$ cat src/rtl/q_ram_loader_pkg.sv
// Shared constants and types for the matrix write-side loader.
// Default widths match the four-RAM matrix bank (N=4, 16-bit elements, 16 addresses).
package q_ram_loader_pkg;

    localparam int DEF_WORD_LEN   = 16;
    localparam int DEF_MATRIX_DIM = 4;
    localparam int DEF_ADDR_BITS  = 4;

    typedef enum logic {
        ST_IDLE = 1'b0,
        ST_LOAD = 1'b1
    } load_state_t;

endpackage

$ cat src/rtl/q_ram_loader_if.sv
// Element-pair stream from the host/test-data source into the loader.
// The master drives pairs; the slave (loader) answers with in_ready.
interface q_ram_loader_if
    import q_ram_loader_pkg::*;
#(
    parameter int WORD_LEN = DEF_WORD_LEN
);
    logic                in_valid;
    logic                in_ready;
    logic [WORD_LEN-1:0] in_m1;
    logic [WORD_LEN-1:0] in_m2;

    modport master (
        output in_valid,
        output in_m1,
        output in_m2,
        input  in_ready
    );

    modport slave (
        input  in_valid,
        input  in_m1,
        input  in_m2,
        output in_ready
    );

endinterface

$ cat src/rtl/q_ram_loader_dim_counter.sv
// Mod-N counter with synchronous clear and enable.
// wrap is high in the enabled cycle in which the count rolls from N-1 back to 0.
module q_ram_loader_dim_counter #(
    parameter int N     = 4,
    parameter int WIDTH = 4
) (
    input  logic             clk,
    input  logic             rst,
    input  logic             clr,
    input  logic             en,
    output logic [WIDTH-1:0] count,
    output logic             wrap
);

    localparam logic [WIDTH-1:0] LAST = WIDTH'(N - 1);

    assign wrap = en && (count == LAST);

    always_ff @(posedge clk or posedge rst) begin
        if (rst) begin
            count <= '0;
        end else if (clr) begin
            count <= '0;
        end else if (en) begin
            count <= wrap ? '0 : count + 1'b1;
        end
    end

endmodule

$ cat src/rtl/q_ram_loader.sv
// Write-side sequencer: accepts element pairs and issues row-major writes
// to the M1/M2 matrix RAM bank, flagging when a full N x N pair is resident.
module q_ram_loader
    import q_ram_loader_pkg::*;
#(
    parameter int WORD_LEN   = DEF_WORD_LEN,
    parameter int MATRIX_DIM = DEF_MATRIX_DIM,
    parameter int ADDR_BITS  = DEF_ADDR_BITS
) (
    input  logic                 clk,
    input  logic                 rst,
    input  logic                 start,
    input  logic                 abort,
    q_ram_loader_if.slave        src,
    output logic                 we,
    output logic [WORD_LEN-1:0]  data_m1,
    output logic [WORD_LEN-1:0]  data_m2,
    output logic [ADDR_BITS-1:0] Dir_M1,
    output logic [ADDR_BITS-1:0] Dir_M2,
    output logic                 busy,
    output logic                 done,
    output logic                 loaded
);

    localparam logic [ADDR_BITS-1:0] DIM  = ADDR_BITS'(MATRIX_DIM);
    localparam logic [ADDR_BITS-1:0] LAST = ADDR_BITS'(MATRIX_DIM - 1);

    load_state_t          state;
    load_state_t          next_state;
    logic                 cnt_clr;
    logic                 transfer;
    logic                 last_elem;
    logic [ADDR_BITS-1:0] row;
    logic [ADDR_BITS-1:0] col;
    logic                 col_wrap;
    logic                 row_wrap;
    logic [ADDR_BITS-1:0] elem_addr;

    assign src.in_ready = (state == ST_LOAD) && !abort;
    assign transfer     = src.in_valid && src.in_ready;
    assign last_elem    = (row == LAST) && (col == LAST);
    assign elem_addr    = row * DIM + col;
    assign busy         = (state == ST_LOAD);

    q_ram_loader_dim_counter #(
        .N     (MATRIX_DIM),
        .WIDTH (ADDR_BITS)
    ) u_col (
        .clk   (clk),
        .rst   (rst),
        .clr   (cnt_clr),
        .en    (transfer),
        .count (col),
        .wrap  (col_wrap)
    );

    q_ram_loader_dim_counter #(
        .N     (MATRIX_DIM),
        .WIDTH (ADDR_BITS)
    ) u_row (
        .clk   (clk),
        .rst   (rst),
        .clr   (cnt_clr),
        .en    (col_wrap),
        .count (row),
        .wrap  (row_wrap)
    );

    always_ff @(posedge clk or posedge rst) begin
        if (rst) begin
            state <= ST_IDLE;
        end else begin
            state <= next_state;
        end
    end

    // start outranks abort in IDLE because abort is only examined in LOAD
    always_comb begin
        next_state = state;
        cnt_clr    = 1'b0;
        case (state)
            ST_IDLE: begin
                if (start) begin
                    next_state = ST_LOAD;
                    cnt_clr    = 1'b1;
                end
            end
            ST_LOAD: begin
                if (abort) begin
                    next_state = ST_IDLE;
                end else if (transfer && last_elem) begin
                    next_state = ST_IDLE;
                end
            end
            default: next_state = ST_IDLE;
        endcase
    end

    always_ff @(posedge clk or posedge rst) begin
        if (rst) begin
            we      <= 1'b0;
            done    <= 1'b0;
            loaded  <= 1'b0;
            data_m1 <= '0;
            data_m2 <= '0;
            Dir_M1  <= '0;
            Dir_M2  <= '0;
        end else begin
            we   <= transfer;
            done <= transfer && last_elem;
            if (transfer) begin
                data_m1 <= src.in_m1;
                data_m2 <= src.in_m2;
                Dir_M1  <= elem_addr;
                Dir_M2  <= elem_addr;
            end
            if (state == ST_IDLE && start) begin
                loaded <= 1'b0;
            end else if (transfer && last_elem) begin
                loaded <= 1'b1;
            end
        end
    end

    logic unused_ok;
    assign unused_ok = row_wrap;

endmodule

$ cat src/flat_wrapper.sv
// flat-port wrapper written by rule: the top's interface ports become plain ports
module q_ram_loader_flat import q_ram_loader_pkg::*;
#(
    parameter int WORD_LEN   = DEF_WORD_LEN,
    parameter int MATRIX_DIM = DEF_MATRIX_DIM,
    parameter int ADDR_BITS  = DEF_ADDR_BITS
)
  (clk, rst, start, abort, we, data_m1, data_m2, Dir_M1, Dir_M2, busy, done, loaded, src_in_valid, src_in_m1, src_in_m2, src_in_ready);
  q_ram_loader_if #(.WORD_LEN(WORD_LEN)) src_i ();
  input  logic clk;
  input  logic rst;
  input  logic start;
  input  logic abort;
  output logic we;
  output logic [WORD_LEN-1:0] data_m1;
  output logic [WORD_LEN-1:0] data_m2;
  output logic [ADDR_BITS-1:0] Dir_M1;
  output logic [ADDR_BITS-1:0] Dir_M2;
  output logic busy;
  output logic done;
  output logic loaded;
  input wire logic [$bits(src_i.in_valid)-1:0] src_in_valid;
  input wire logic [$bits(src_i.in_m1)-1:0] src_in_m1;
  input wire logic [$bits(src_i.in_m2)-1:0] src_in_m2;
  output wire logic [$bits(src_i.in_ready)-1:0] src_in_ready;
  assign src_i.in_valid = src_in_valid;
  assign src_i.in_m1 = src_in_m1;
  assign src_i.in_m2 = src_in_m2;
  assign src_in_ready = src_i.in_ready;
  q_ram_loader #(.WORD_LEN(WORD_LEN), .MATRIX_DIM(MATRIX_DIM), .ADDR_BITS(ADDR_BITS)) u_core (.clk(clk), .rst(rst), .start(start), .abort(abort), .src(src_i), .we(we), .data_m1(data_m1), .data_m2(data_m2), .Dir_M1(Dir_M1), .Dir_M2(Dir_M2), .busy(busy), .done(done), .loaded(loaded));
endmodule
$ cat config.mk
export PLATFORM = sky130hd
export DESIGN_NAME = q_ram_loader_flat
export DESIGN_NICKNAME = d
export VERILOG_FILES = /design/src/rtl/q_ram_loader_pkg.sv /design/src/rtl/q_ram_loader_if.sv /design/src/rtl/q_ram_loader_dim_counter.sv /design/src/rtl/q_ram_loader.sv /design/src/flat_wrapper.sv
export SDC_FILE = /design/constraint.sdc
export NUM_CORES = 1
export LEC_CHECK = 0
export CAP_MARGIN = 20
export CORE_UTILIZATION = 40
export CTS_CLUSTER_SIZE = 8
export DETAILED_ROUTE_END_ITERATION = 7
export GPL_ROUTABILITY_DRIVEN = 0
export GPL_TIMING_DRIVEN = 0
export PLACE_DENSITY = 0.76
export SYNTH_ARGS = -nofsm -noshare
export SYNTH_HDL_FRONTEND = slang
export SYNTH_HIERARCHICAL = 1
export SYNTH_SLANG_ARGS = --single-unit
$ cat constraint.sdc
create_clock -name clk -period 5.4 [get_ports clk]
set_clock_uncertainty 0.2 [all_clocks]
set_input_delay 1.08 -clock clk [delete_from_list [all_inputs] [get_ports clk]]
set_output_delay 1.08 -clock clk [all_outputs]
set_load 0.005 [all_outputs]
After elaboration in Yosys (flattened, before gate mapping)
Index checks and enable logic that the tools add are counted.

Register bits: 48. Bits in latches: 0. RAM bits: 0. ROM bits: 0. Input port bits: 37. Output and inout port bits: 45. Logic and storage cells: 39. Memories: 0.

Add/subtract/negate cells: 3. Multipliers: 0. Divide/modulo/power cells: 0. Magnitude comparators: 0. Equality and inequality tests: 2. Shifts and indexed selects: 0. Multiplexer cells: 13. Bitwise gates (word level): 1. Reductions and logical operators: 11.

Operator list (number): 4-bit 2-to-1 mux (6); 4-bit by 1-bit adder with 4-bit output (second input constant) (2); 4-bit by 2-bit equality test with 1-bit output (second input constant) (2); 1-bit logical AND (7); 1-bit 2-to-1 mux (6); 2-bit nonzero test (3); 4-bit adder (1); 1-bit case mux with 2 select lines (1); 1-bit logical NOT (1); 1-bit NOT (1).

Depth between registers and ports, before layout
Word-level depth: 8. Gate-level depth with buffers: 7. Mapped depth without buffers: 5.

By module
The synthesis kept the hierarchy.

By module, submodules not included: q_ram_loader (times used 1, cells each 101, area each 1599.0 um^2, sequential area each 1001.0 um^2); q_ram_loader_dim_counter (times used 2, cells each 18, area each 211.5 um^2, sequential area each 100.1 um^2).

Worst setup path after synthesis
Ideal clock, no wire load.

Kind: in2reg. Start: input port abort. End: register u_core.u_row.count[3]. Setup time: 125 ps. Arrival: 2408 ps. Required time: 5075 ps. Slack: 2667 ps. Stages: 7. Path buffers: 2. Cell sequence: nand3b_4 > buf_8 > buf_6 > inv_1 > and4bb_2 > nand4_1 > mux2_4.

Longest elaborated chain between the ends: 8. Elaborated cells between the ends (all ways): 9. Those cells by class: mux: 3; reduce/logical: 6.

Ends and longest elaborated chain: from (decl) (RTL line flat_wrapper.sv:13) `input logic abort;`; 1-bit logical NOT (*) (RTL line q_ram_loader.sv:39) `assign src.in_ready = (state == ST_LOAD) && !abort;`; 1-bit logical AND (*) (RTL line q_ram_loader.sv:39); 1-bit logical AND (*) (RTL line q_ram_loader.sv:40) `assign transfer = src.in_valid && src.in_ready;`; net u_core.transfer (RTL line q_ram_loader.sv:31) `logic transfer;`; 1-bit logical AND (*) (RTL line q_ram_loader_dim_counter.sv:17) `assign wrap = en && (count == LAST);`; net u_core.col_wrap (RTL line q_ram_loader.sv:35) `logic col_wrap;`; 1-bit logical AND (RTL line q_ram_loader_dim_counter.sv:17); 4-bit 2-to-1 mux (RTL line q_ram_loader_dim_counter.sv:25) `count <= wrap ? '0 : count + 1'b1;`; 4-bit 2-to-1 mux (RTL line q_ram_loader_dim_counter.sv:24) `end else if (en) begin`; 4-bit 2-to-1 mux (RTL line q_ram_loader_dim_counter.sv:22) `end else if (clr) begin`; to (signal assigned) (RTL line q_ram_loader_dim_counter.sv:25); to (decl) (RTL line q_ram_loader_dim_counter.sv:11) `output logic [WIDTH-1:0] count,`.

Mark *: on every way through the listed nets, which the timed path passes. The rest lies on a longest branch. The select of a mux whose other input is x is not followed. A chain may end at the register's enable or synchronous reset.

Worst setup path in the final report
Start: input port abort. End: output port src_in_ready.

Longest elaborated chain between the ends: 2.

Ends and longest elaborated chain: 1-bit logical NOT (RTL line q_ram_loader.sv:39); 1-bit logical AND (RTL line q_ram_loader.sv:39); to (decl) (RTL line flat_wrapper.sv:25) `output wire logic [$bits(src_i.in_ready)-1:0] src_in_ready;`.

No other way between the ends.

==> results.cfg <==
[placed_design]
post_place_cell_area_um2 = 2920
hpwl_after_dpl_mm = 2.98
placement.io_buffers = 81

[global_route]
globalRouteTotalUtil_pct = 16.0
antenna_violations_before_repair = 0
globalRouteOverflowTotal = 0
grt_start_max_net_pins = 41
grt_pass1_vias = 1403
grt_pass1_wl_mm = 6.32

[clock_tree]
worstSkewPairLatency_ps = 300
clk_pin_slew_ps = 80
tritoncts_num_sinks = 48
cts_root_buf = sky130_fd_sc_hd__clkbuf_8
cts-htree-levels = 2
cts_setup_buffers = 0
numCtsBuffers = 5
cts_hold_repair.buffers = 0
cts.repair.resized = 0
clk_path_buf_depth = 2
cts_tree = yes

[synthesis]
synth_simple_gate_area_share_pct = 8.42
synth_area_um2 = 2020
largest_family_of_logic_cells_by_synthesized_area = multiplexers
syn_nets = 177
ys_warn_count = 6
synth-seq-area-share_pct = 59.4
synthCells = 137
average_cell_area_after_synthesis_um2 = 14.8
synth_compound_gate_area_share_pct = 2.41
synth.area.mux_share_pct = 22.0
total_of_flip_flops_plus_latches_after_synthesis = 48
synth.top_cell.area_share_pct = 59.4
postSynth.topFlopCell = sky130_fd_sc_hd__dfrtp_1
synthArstFlopShare_pct = 100
synthAdderAreaFrac_pct = 1.86
synth_top_cell_by_area = sky130_fd_sc_hd__dfrtp_1
synth_area_leaders = sky130_fd_sc_hd__dfrtp_1 59%, sky130_fd_sc_hd__mux2_2 19%, sky130_fd_sc_hd__ha_1 1.9%
yosys.cell_types.count = 28
yosys.area_share.xor_xnor_pct = 1.73
synth_enable_flop_cells = 0

[finish]
postLayoutCellArea_um2 = 3010
count_of_antenna_diodes_in_the_layout = 0
finalNetCount = 265
layout-drive-gt1-share_pct = 26.7
area_delta_synth_final_pct = 48.8

[sta]
measured_slew_at_the_worst_slew_check_pin_ps = 812
max-slew-margin-rel_pct = 45.8
timing.final.crit_period_ps = 3560
final_period_utilization_pct = 66.0
fmaxAchievable_mhz = 281
finalSetupViolations = 0
timing.final.max_slew_violations = 0
count_of_final_hold_check_violations = 0
setup_repair_after_global_routing_missed_its_margin = false
post_route_setup_tns_ps = 0

[power]
power.share.switching_pct = 24.0
power_density_over_the_cells_nw_per_um2 = 334
p_clk_share_pct = 21.5
switching_power_w = 0.000242
p_comb_share_pct = 30.8
peakVddDrop_uv = 227
p_leak_nw = 1.34
power_report.internal_total_w = 0.000764
p_seq_share_pct = 47.7

[floorplan]
initial_core_util_pct = 42.2
num_rows = 25
die_h_um = 73.1
die_area_um2 = 5340
die_x_um = 73.1
ios = 82
core_area_um2 = 4790

[setup_path]
startpoint_type = input port
worst-endpoint-required_ps = 4120
top_fanout_value_on_the_critical_path = 2
critPathArrivalTime_ps = 2280
timing.critical_path.to_type = output pin
critical_path_class = input port to output pin

[drt]
initialDrtViolationCount = 23
drt-wirelength-per-cell_um = 13.5
dr_total_vias = 1360
antenna_violating_nets_post_route = 0
final_routed_drc_violation_total = 0
post_drt_via_cell_ratio = 4.66
firstDrtPassIters = 4
wirelength_mm = 3.93

[run]
maxCapViolations = 0

[run_status]
run_status = finished clean

[hold_path]
hp-class = flop to flop
final timing paths:
check / start / endpoint / slack [ps] / cells past startpoint
worst min-delay path: u_core/loaded / u_core/loaded / 300 / 1
min in group asynchronous: rst / u_core/u_row/count[2] / 830 / 2
worst max register to register: u_core/busy / u_core/u_row/count[3] / 3220 / 7
max in group asynchronous: rst / u_core/Dir_M2[3] / 3360 / 2
worst min register to register: u_core/loaded / u_core/loaded / 300 / 1
worst max-delay path: abort / src_in_ready / 1840 / 3
per-stage QoR:
stage	power (W)	util [%]	setup slack (ps)	cells	hold WS, ps
6_report	0.00101	62.8	1840	292	300
4_1_cts	0.00102	62.8	1810	292	306
2_1_floorplan	0.000590	-	2670	137	274
3_3_place_gp	0.000792	60.9	1800	285	266
5_1_grt	0.00107	62.8	1770	292	320
3_5_place_dp	0.000800	60.9	1820	285	286
layout make-up:
type                       count  area, µm²
sequential                    48       1200
clock buffer                   6       82.6
buffer                         8       66.3
inverter                       5       18.8
timing repair buffer          81        811
tap                           67       83.8
fill                         419       1780
clock inverter                 1       8.76
multi-input combinational     76        736
metal layers:
layer / part of all wire, % / wire length, µm / up-vias / global-route usage [%]
li1: - / - / 649 / -
met4: 1.7 / 68 / 0 / 7.19
met5: 0 / 0 / - / 0
met1: 41 / 1620 / 657 / 18.2
met3: 7.4 / 292 / 6 / 6.77
met2: 50 / 1950 / 48 / 26.1
state kept, by name, summed over array words and instances, names as in the netlist:
signal,cells
u_core/Dir_M2,4
u_core/u_col/count,4
u_core/data_m2,16
u_core/busy,1
u_core/loaded,1
u_core/done,1
u_core/data_m1,16
u_core/we,1
u_core/u_row/count,4
synthesized netlist by cell type, types with 2 or more instances:
cell and number:
sky130_fd_sc_hd__dfrtp_1 48, sky130_fd_sc_hd__mux2_4 2, sky130_fd_sc_hd__buf_4 4, sky130_fd_sc_hd__nor3_1 2
sky130_fd_sc_hd__xnor2_1 3, sky130_fd_sc_hd__nand4_1 3, sky130_fd_sc_hd__ha_1 3, sky130_fd_sc_hd__mux2i_1 2
sky130_fd_sc_hd__inv_1 5, sky130_fd_sc_hd__a21bo_2 2, sky130_fd_sc_hd__nor2b_1 3, sky130_fd_sc_hd__mux2_2 35
sky130_fd_sc_hd__nand4b_1 2, sky130_fd_sc_hd__and4bb_2 2, sky130_fd_sc_hd__buf_2 2, sky130_fd_sc_hd__nor2_1 6
sky130_fd_sc_hd__a21oi_1 2
power by group through the flow:
stage | Clock (W) | Sequential [W] | Combinational (W)
3_3_place_gp | 0 | 0.000482 | 0.000310
3_5_place_dp | 0 | 0.000486 | 0.000314
5_1_grt | 0.000241 | 0.000489 | 0.000334
2_1_floorplan | 0 | 0.000490 | 0.0000993
4_1_cts | 0.000228 | 0.000480 | 0.000315
6_report | 0.000217 | 0.000479 | 0.000309
cells in the final DEF (no fill, tap or decap):
cell type,synthesis,layout
sky130_fd_sc_hd__clkdlybuf4s50_1,0,81
sky130_fd_sc_hd__dfrtp_1,48,48
sky130_fd_sc_hd__mux2_2,35,35
sky130_fd_sc_hd__clkbuf_8,0,6
sky130_fd_sc_hd__nor2_1,6,6
sky130_fd_sc_hd__inv_1,5,4
sky130_fd_sc_hd__buf_4,4,4
sky130_fd_sc_hd__nand4_1,3,3
sky130_fd_sc_hd__nor2b_1,3,3
sky130_fd_sc_hd__xnor2_1,3,3
sky130_fd_sc_hd__ha_1,3,3
sky130_fd_sc_hd__buf_2,2,2
sky130_fd_sc_hd__mux2i_1,2,2
sky130_fd_sc_hd__nand4b_1,2,2
sky130_fd_sc_hd__a21bo_2,2,2
sky130_fd_sc_hd__a21oi_1,2,2
sky130_fd_sc_hd__mux2_4,2,2
sky130_fd_sc_hd__and4bb_2,2,2
sky130_fd_sc_hd__nor3_1,2,2
sky130_fd_sc_hd__clkinv_4,0,1
sky130_fd_sc_hd__nand3b_4,1,1
sky130_fd_sc_hd__buf_8,1,1
sky130_fd_sc_hd__buf_6,1,1
sky130_fd_sc_hd__or4_4,1,1
sky130_fd_sc_hd__nor3_4,1,1
sky130_fd_sc_hd__nand2b_1,1,1
sky130_fd_sc_hd__a31oi_1,1,1
sky130_fd_sc_hd__inv_2,0,1
sky130_fd_sc_hd__a21o_1,1,1
sky130_fd_sc_hd__xor2_1,1,1
sky130_fd_sc_hd__nand2_1,1,1
sky130_fd_sc_hd__o21ai_0,1,1
cell families after synthesis:
family | Yosys count
flip-flops | 48
multiplexers | 39
AND/OR/NAND/NOR | 23
buffers and inverters | 13
AO/OA/AOI/OAI | 7
XOR/XNOR | 4
adder cells (fa/ha/maj) | 3
worst max-delay path, stage by stage:
cell and delay [ps]:
sky130_fd_sc_hd__clkdlybuf4s50_1 450, sky130_fd_sc_hd__nor2b_1 210, sky130_fd_sc_hd__clkdlybuf4s50_1 540
No activity file was read; power rests on OpenSTA's default activity.
